## config.mk

```make
export PLATFORM = sky130hd
export DESIGN_NAME = bht_predictor
export DESIGN_NICKNAME = d
export VERILOG_FILES = /design/src/rtl/bht_predictor.sv
export SDC_FILE = /design/constraint.sdc
export NUM_CORES = 2
export LEC_CHECK = 0
export CAP_MARGIN = 5
export CORE_UTILIZATION = 35
export CTS_CLUSTER_SIZE = 25
export DETAILED_ROUTE_END_ITERATION = 7
export PLACE_DENSITY = 0.47
export SETUP_SLACK_MARGIN = 0.05
export SKIP_LAST_GASP = 1
export SLEW_MARGIN = 5
export SYNTH_ARGS = -nofsm -noshare
export SYNTH_HDL_FRONTEND = slang
export SYNTH_SLANG_ARGS = --single-unit
export TNS_END_PERCENT = 5
```

## constraint.sdc

```tcl
create_clock -name clk -period 9.05 [get_ports clk]
set_input_delay 0.905 -clock clk [delete_from_list [all_inputs] [get_ports clk]]
set_output_delay 0.905 -clock clk [all_outputs]
set_load 0.01 [all_outputs]
```

## src/rtl/bht_predictor.sv

```systemverilog
// Branch predictor: tagged BTB plus saturating-counter history table, with IF-stage
// next-PC prediction, EX-stage mispredict/redirect resolution and branch statistics.
module bht_predictor #(
    parameter int ENTRIES  = 64,
    parameter int CNT_BITS = 2,
    parameter int TAG_BITS = 8
) (
    input  logic        clk,
    input  logic        rst_n,
    input  logic        flush_i,
    output logic        ready_o,
    input  logic [31:0] pc_f,
    output logic        pred_hit_f,
    output logic        pred_taken_f,
    output logic [31:0] pred_npc_f,
    input  logic        upd_valid_e,
    input  logic [31:0] upd_pc_e,
    input  logic        upd_taken_e,
    input  logic [31:0] upd_target_e,
    input  logic        upd_pred_taken_e,
    input  logic [31:0] upd_pred_npc_e,
    output logic        mispred_e,
    output logic [31:0] redirect_pc_e,
    output logic [31:0] br_cnt_o,
    output logic [31:0] mispred_cnt_o
);

    localparam int                  IDX     = $clog2(ENTRIES);
    localparam logic [CNT_BITS-1:0] CNT_MAX = '1;
    localparam logic [CNT_BITS-1:0] WT      = CNT_BITS'(1 << (CNT_BITS - 1));
    localparam logic [CNT_BITS-1:0] WNT     = CNT_BITS'((1 << (CNT_BITS - 1)) - 1);
    localparam logic [IDX-1:0]      LAST    = IDX'(ENTRIES - 1);

    typedef enum logic {INIT, RUN} state_t;

    state_t          state_q, state_d;
    logic [IDX-1:0]  walk_q, walk_d;
    logic [31:0]     br_cnt_q, mispred_cnt_q;

    logic                valid_q [ENTRIES];
    logic [TAG_BITS-1:0] tag_q   [ENTRIES];
    logic [31:0]         tgt_q   [ENTRIES];
    logic [CNT_BITS-1:0] cnt_q   [ENTRIES];

    // Prediction path
    logic [IDX-1:0]      f_idx;
    logic [TAG_BITS-1:0] f_tag;
    assign f_idx = pc_f[IDX+1:2];
    assign f_tag = pc_f[IDX+TAG_BITS+1:IDX+2];

    assign ready_o      = (state_q == RUN);
    assign pred_hit_f   = ready_o & valid_q[f_idx] & (tag_q[f_idx] == f_tag);
    assign pred_taken_f = pred_hit_f & cnt_q[f_idx][CNT_BITS-1];
    assign pred_npc_f   = pred_taken_f ? tgt_q[f_idx] : pc_f + 32'd4;

    // Resolve path, independent of table state
    logic [31:0] actual_npc;
    assign actual_npc    = upd_taken_e ? upd_target_e : upd_pc_e + 32'd4;
    assign mispred_e     = upd_valid_e & (actual_npc != upd_pred_npc_e);
    assign redirect_pc_e = actual_npc;

    logic [IDX-1:0]      u_idx;
    logic [TAG_BITS-1:0] u_tag;
    logic                u_hit;
    logic [CNT_BITS-1:0] u_cnt;
    assign u_idx = upd_pc_e[IDX+1:2];
    assign u_tag = upd_pc_e[IDX+TAG_BITS+1:IDX+2];
    assign u_hit = valid_q[u_idx] & (tag_q[u_idx] == u_tag);
    assign u_cnt = cnt_q[u_idx];

    // FSM next state
    always_comb begin
        // NOTE: every always_comb output gets a default first so no path can infer a latch.
        state_d = state_q;
        walk_d  = walk_q;
        if (flush_i) begin
            state_d = INIT;
            walk_d  = '0;
        end else if (state_q == INIT) begin
            walk_d = walk_q + 1'b1;
            if (walk_q == LAST) state_d = RUN;
        end
    end

    // Single table write port shared by the init walk and training
    logic                wr_en;
    logic [IDX-1:0]      wr_idx;
    logic                wr_valid;
    logic [TAG_BITS-1:0] wr_tag;
    logic [31:0]         wr_tgt;
    logic [CNT_BITS-1:0] wr_cnt;

    always_comb begin
        wr_en    = 1'b0;
        wr_idx   = u_idx;
        wr_valid = 1'b1;
        wr_tag   = u_tag;
        wr_tgt   = upd_target_e;
        wr_cnt   = WT;
        if (flush_i) begin
            wr_en = 1'b0;
        end else if (state_q == INIT) begin
            wr_en    = 1'b1;
            wr_idx   = walk_q;
            wr_valid = 1'b0;
            wr_tag   = '0;
            wr_tgt   = '0;
            wr_cnt   = WNT;
        end else if (upd_valid_e) begin
            if (u_hit) begin
                wr_en = 1'b1;
                if (upd_taken_e) begin
                    wr_cnt = (u_cnt == CNT_MAX) ? u_cnt : u_cnt + 1'b1;
                end else begin
                    wr_tgt = tgt_q[u_idx];
                    wr_cnt = (u_cnt == '0) ? u_cnt : u_cnt - 1'b1;
                end
            end else if (upd_taken_e) begin
                wr_en = 1'b1;
            end
        end
    end

    always_ff @(posedge clk or negedge rst_n) begin
        // NOTE: sequential state uses non-blocking assignments so all registers update together.
        if (!rst_n) begin
            state_q       <= INIT;
            walk_q        <= '0;
            br_cnt_q      <= '0;
            mispred_cnt_q <= '0;
        end else begin
            state_q <= state_d;
            walk_q  <= walk_d;
            if (upd_valid_e) br_cnt_q <= br_cnt_q + 32'd1;
            if (mispred_e) mispred_cnt_q <= mispred_cnt_q + 32'd1;
        end
    end

    // NOTE: tables are not reset; the INIT walk clears them and ready_o gates every read meanwhile.
    always_ff @(posedge clk) begin
        if (wr_en) begin
            valid_q[wr_idx] <= wr_valid;
            tag_q[wr_idx]   <= wr_tag;
            tgt_q[wr_idx]   <= wr_tgt;
            cnt_q[wr_idx]   <= wr_cnt;
        end
    end

    assign br_cnt_o      = br_cnt_q;
    assign mispred_cnt_o = mispred_cnt_q;

    // Bits outside index/tag and the carried prediction bit are intentionally ignored
    logic unused;
    assign unused = ^{pc_f, upd_pc_e, upd_pred_taken_e};

endmodule

```

=== Yosys cells after proc, flatten, opt, wreduce, memory -nomap -nowiden ===
Memory sizes are Yosys's and may differ from the RTL's.
Index checks and enable logic that the tools add are counted.

* Add/sub/neg operators: 7
* Equal/unequal tests: 6
* Multiplexer cells: 32
* Bitwise gates (word level): 5
* Reductions and logical operators: 1

{| class="wikitable"
|+ Operator list
! operator !! count
|-
| 2-to-1 mux 32 bit || 7
|-
| adder 32 x 1 -> 32 bit (second input constant) || 2
|-
| adder 32 x 3 -> 32 bit (second input constant) || 2
|-
| != test 32 bit || 1
|-
| 2-to-1 mux 6 bit || 4
|-
| equality test 8 bit || 2
|-
| 2-to-1 mux 8 bit || 2
|-
| 2-to-1 mux 2 bit || 7
|-
| 2-to-1 mux 1 bit || 12
|-
| adder 6 x 1 -> 6 bit (second input constant) || 1
|-
| equality test 6 bit (second input constant) || 1
|-
| bitwise AND 1 bit || 5
|-
| adder 2 x 1 -> 2 bit (second input constant) || 1
|-
| equality test 2 bit (second input constant) || 1
|-
| zero test 2 bit || 1
|-
| != test 2 bit (second input constant) || 1
|-
| subtractor 2 x 1 -> 2 bit (second input constant) || 1
|}

* Register bits: 71
* RAM bits: 2752
* Input bits: 134
* Output and inout bits: 132
* Logic and storage cells: 59
* Memories: 4

{| class="wikitable"
|+ Memories
! memory !! depth !! bits a word !! rd ports !! clocked after memory_dff !! wr ports !! RTL line !! source
|-
| tgt_q || 64 || 32 || 2 || 0 || 1 || 42 || <nowiki>logic [31:0] tgt_q [ENTRIES];</nowiki>
|-
| tag_q || 64 || 8 || 2 || 0 || 1 || 41 || <nowiki>logic [TAG_BITS-1:0] tag_q [ENTRIES];</nowiki>
|-
| cnt_q || 64 || 2 || 2 || 0 || 1 || 43 || <nowiki>logic [CNT_BITS-1:0] cnt_q [ENTRIES];</nowiki>
|-
| valid_q || 64 || 1 || 2 || 0 || 1 || 40 || <nowiki>logic valid_q [ENTRIES];</nowiki>
|}

=== Depth between registers and ports, before layout ===
An unclocked memory read counts as a cell.

* Depth after elaboration: 9
* Mapped depth: 18
* Gate-level depth less buffers: 11

=== Least setup slack after synthesis ===
Ideal clock, no wire load.

* Kind: in2reg
* Start: in upd_pc_e[2]
* End: mem cnt_q[47][0] (enable)
* Setup time: 0.566 ns
* Arrival time: 7.892 ns
* Data required time: 8.484 ns
* Setup slack: 0.592 ns
* Stages on the path: 12
* Path buffers: 3
* Cells stage by stage: buf_4 buf_2 buf_4 nor2_1 a22oi_1 a21oi_1 nor4_1 mux2_2 a2111oi_0 and4bb_2 a31oi_1 nor4b_1

* Word-level cells in the longest chain between the ends: 9
* Elaborated cells on any way between the ends: 12
* Those cells by class: eq/ne: 1; mux: 8; bitwise: 1; memory: 2

{| class="wikitable"
|+ Ends and longest elaborated chain
! what !! RTL line !! source
|-
| start: declaration || 17 || <nowiki>input logic [31:0] upd_pc_e,</nowiki>
|-
| memory (64 x 8 bit) || -- ||
|-
| equality test 8 bit || 68 || <nowiki>assign u_hit = valid_q[u_idx] & (tag_q[u_idx] == u_tag);</nowiki>
|-
| bitwise AND 1 bit || 68 ||
|-
| 2-to-1 mux 1 bit || 110 || <nowiki>if (u_hit) begin</nowiki>
|-
| 2-to-1 mux 1 bit || 109 || <nowiki>end else if (upd_valid_e) begin</nowiki>
|-
| 2-to-1 mux 1 bit || 102 || <nowiki>end else if (state_q == INIT) begin</nowiki>
|-
| 2-to-1 mux 1 bit || 100 || <nowiki>if (flush_i) begin</nowiki>
|-
| 2-to-1 mux 1 bit || 141 || <nowiki>if (wr_en) begin</nowiki>
|-
| 2-to-1 mux 1 bit (not written as such) || 145 || <nowiki>cnt_q[wr_idx] <= wr_cnt;</nowiki>
|-
| end: declaration || 43 ||
|}

Several ways; a longest one is shown, not always the timed one.

=== Final worst setup path ===
* Start: in pc_f[7]
* End: out pred_npc_f[7]

* Word-level cells in the longest chain between the ends: 5
* Elaborated cells on any way between the ends: 10
* Those cells by class: add/sub: 1; eq/ne: 1; mux: 1; bitwise: 3; memory: 4

{| class="wikitable"
|+ Ends and longest elaborated chain
! what !! RTL line !! source
|-
| start: declaration || 12 || <nowiki>input logic [31:0] pc_f,</nowiki>
|-
| memory (64 x 8 bit) / memory (64 x 1 bit) (equally long branches) || -- ||
|-
| equality test 8 bit / bitwise AND 1 bit (equally long branches) || 52 || <nowiki>assign pred_hit_f = ready_o & valid_q[f_idx] & (tag_q[f_idx] == f_tag);</nowiki>
|-
| bitwise AND 1 bit || 52 ||
|-
| bitwise AND 1 bit || 53 || <nowiki>assign pred_taken_f = pred_hit_f & cnt_q[f_idx][CNT_BITS-1];</nowiki>
|-
| 2-to-1 mux 32 bit (*) || 54 || <nowiki>assign pred_npc_f = pred_taken_f ? tgt_q[f_idx] : pc_f + 32'd4;</nowiki>
|-
| end: declaration || 15 || <nowiki>output logic [31:0] pred_npc_f,</nowiki>
|}

Every way passes the cells marked *; elsewhere a longest branch is shown, timed or not.

==> results.md <==
- Sum of net half-perimeters after detailed placement: 301.4 mm
- Final sum of negative setup slack: 0 ps
- Final wirelength: 524.8 mm
- Worst setup skew after layout: 60.17 ps
- Outcome: completed
- Setup Fix Bufs, Post-CTS: 0
- Async S/R FF share, synth: 0.02515
- Final WS setup: 1344 ps
- Post-DR wirelength/cell: 43.22 µm
- Fraction of layout cells with a size suffix above 1: 0.3627
- Share of Yosys cell area claimed by the top area cell type: 0.6190
- Internal Dissipation: 23.02 mW
- CTS clk-pin slew, worst paths: 60 ps
- DRC Markers: 0
- Achievable frequency: 129.8 MHz
- Design area: 154,300 µm²
- Routed vias: 76,770
- Synth cell types: 81
- Number of cells produced by synthesis: 6,438
- Total Die Area: 383,900 µm²
- IO Pins: 266
- Yosys warning count: 0
- Sw Share: 0.2362
- Vias in the first global route: 77,270
- Detail Route Antenna Nets: 0
- Worst hold slack: 136.4 ps
- Cts repair resizes: 0
- Static leakage: 48.23 nW
- Average vias per placed instance: 6.323
- Combinational Power Share: 0.092
- Multiplexer share of the synthesized area: 0.2943
- Startpoint type of the worst setup path: input port
- Congestion Overflow GR: 0
- Sink Count: 2,823
- Maximum number of buffers from clock root to sink: 4
- Max-cap violation count: 0
- Highest-count cells in the layout ignoring fill and taps: edfxtp_1 (2,752), mux4_2 (1,633), clkbuf_16 (332), buf_4 (256), clkdlybuf4s50_1 (250)
- Synth Area in Simple Gates: 0.02721
- Worst path arrival time: 6800 ps
- Library cell used as clock root buffer: clkbuf_16
- Final number of setup-violating endpoints: 0
- Worst-skew pair later-pin latency: 950 ps
- Max-slew headroom: 0.1016
- Placement-stage cell area: 144,200 µm²
- Adder-Cell Fraction of Synth Area: 0.0005436
- Worst slew pin tran: 1344 ps
- Maximum VDD drop: 0.1469 mV
- Clock Power Share: 0.427
- 1st-pass router iterations: 6
- First-pass GRT wire length: 699.9 mm
- Non-Filler Instances: 12,140
- P per Cell Area: 195.3 nW/µm²
- Setup WS pre-CTS: 1365 ps
- Number of cells in the design after placement: 11,550
- Pins over their slew limit: 0
- Number of hold violations in the final report: 0
- Mean Syn Cell Area: 20.74 µm²
- Data required time of the critical path: 8150 ps
- Area contributors post-synth: edfxtp_1 (62%), mux4_2 (28%), dfrtp_1 (1.3%)
- Gp weighted congestion: 0.8763
- Number of buffers added on ports: 264
- Power spent charging and discharging nets: 7.118 mW
- Setup repair after global routing missed its margin: no
- CTS tree: done
- Hold-fix buffer count after cts: 0
- Synth Register Bits: 2,823
- Final net count: 6,997
- Most common cell after layout, fill and taps aside: edfxtp_1
- Critical-path maximum fanout: 32
- Area fraction in compound gates after synthesis: 0.01679
- Number of antenna violations at the first check in global routing: 34
- Power Total: 30.13 mW
- Post-synthesis share of cell area spent on xor and xnor gates: 0.01197
- Die Span X: 619.6 µm
- Area overhead of the layout relative to synthesis: 15.60%
- Initial DRC Count: 10,360
- Class of the worst hold path: in2async
- Largest net degree at the start of global routing: 120
- Flop pwr share: 0.481
- Depth of the CTS H-tree: 5
- Critical setup path kind: in2out
- Starting density of the core: 0.3521
- Share of the yosys chip area belonging to registers: 0.6323
- Count of flip-flops with a built-in enable after synthesis: 2,752
- Final worst path period share: 0.8515
- Mapped Area: 133,500 µm²
- Fraction of the core area covered by cells at the end of the flow: 0.4070
- Category of the worst setup path capture point: primary output
- Synthesized Nets: 6,577
- Dominant cell type by area after synthesis: edfxtp_1
- Post-layout min period: 7706 ps
- Most used flip-flop cell after synthesis: edfxtp_1
- Chip height: 619.6 µm
- Core footprint: 379,200 µm²
- Dominant combinational cell family by area after synthesis: multiplexers
- Overall routing resource usage: 0.2708
- Standard-cell rows: 226
- Number of buffers created by CTS: 323
==> flip-flops by register name, indices dropped and copies added, names as in the netlist <==
name,flops
cnt_q,128
br_cnt_o,32
ready_o,1
valid_q,64
tag_q,512
tgt_q,2048
mispred_cnt_o,32
walk_q,6
==> worst max-delay path, cell delays in order <==
cell and delay [ps]:
clkdlybuf4s50_1 580, inv_6 580, buf_4 720, nand2_1 130, a32o_1 320, a221oi_1 330
xnor2_1 180, o32ai_1 110, or4_4 560, nor4_4 530, nand2_4 620, mux2_4 590
clkdlybuf4s50_1 500
==> cell type report <==
cell class                      count  area, µm²
Sequential cell                  2823      84420
Inverter                           30      132.6
Clock buffer                      420       8668
Timing Repair Buffer              593       6098
Multi-Input combinational cell   3087      47250
Fill cell                       33320     224900
Tap cell                         5016       6276
Clock inverter                    157       1444
Antenna cell                       16      40.04
==> cells in the mapped netlist (all sizes together) (17+ instances only) <==
cell,instances
edfxtp,2752
mux4,1633
clkbuf,275
buf,223
nand2,209
mux2i,172
nand3,112
xnor2,111
nor3,99
nor2,74
dfrtp,71
a22oi,62
mux2,61
xor2,61
nand4,46
o21ai,43
and3,40
o211ai,40
a21oi,37
inv,29
o22ai,26
nor2b,25
nor4,22
a31oi,19
and2,17
nand2b,17
==> power groups by stage <==
| stage | Combinational [mW] | Clock, mW | Sequential, mW |
|---|---|---|---|
| after CTS | 2.78 | 13.1 | 14.5 |
| after global placement | 2.77 | 0 | 14.8 |
| final | 2.77 | 12.9 | 14.5 |
| after floorplan | 1.62 | 0 | 14.8 |
| after global routing | 2.88 | 13.6 | 14.5 |
| after detailed placement | 2.78 | 0 | 14.8 |
==> worst paths after layout <==
| kind | from | end | slack [ps] | depth (start not counted) |
|---|---|---|---|---|
| worst max-delay path | pc_f[7] | pred_npc_f[7] | 1340 | 13 |
| worst min-delay path | rst_n | br_cnt_o[31]$_DFFE_PN0P_ | 140 | 1 |
| worst max register to register | tag_q[17][1]$_DFFE_PP_ | tgt_q[63][11]$_DFFE_PP_ | 3920 | 12 |
| worst min register to register | mispred_cnt_o[31]$_DFFE_PN0P_ | mispred_cnt_o[31]$_DFFE_PN0P_ | 480 | 1 |
| max in group asynchronous | rst_n | ready_o$_DFF_PN0_ | 8150 | 1 |
| min in group clk | mispred_cnt_o[31]$_DFFE_PN0P_ | mispred_cnt_o[31]$_DFFE_PN0P_ | 480 | 1 |
==> metal layers <==
metal / track usage / wire length (µm) / vias to the layer above
li1: - / - / 29120
met1: 0.3680 / 212300 / 43110
met2: 0.4309 / 248300 / 3775
met3: 0.04978 / 40120 / 762
met4: 0.1088 / 24110 / 4
met5: 0 / 27 / -
==> cells by family after synthesis <==
kind of cell / after synthesis
xor gates and xnor gates: 176
DFF: 2823
AOI/OAI and AO/OA: 320
and+or+nand+nor: 719
buffers and inverters: 528
adders and majority gates: 6
muxes: 1866
Power figures use the tool's default switching activity.
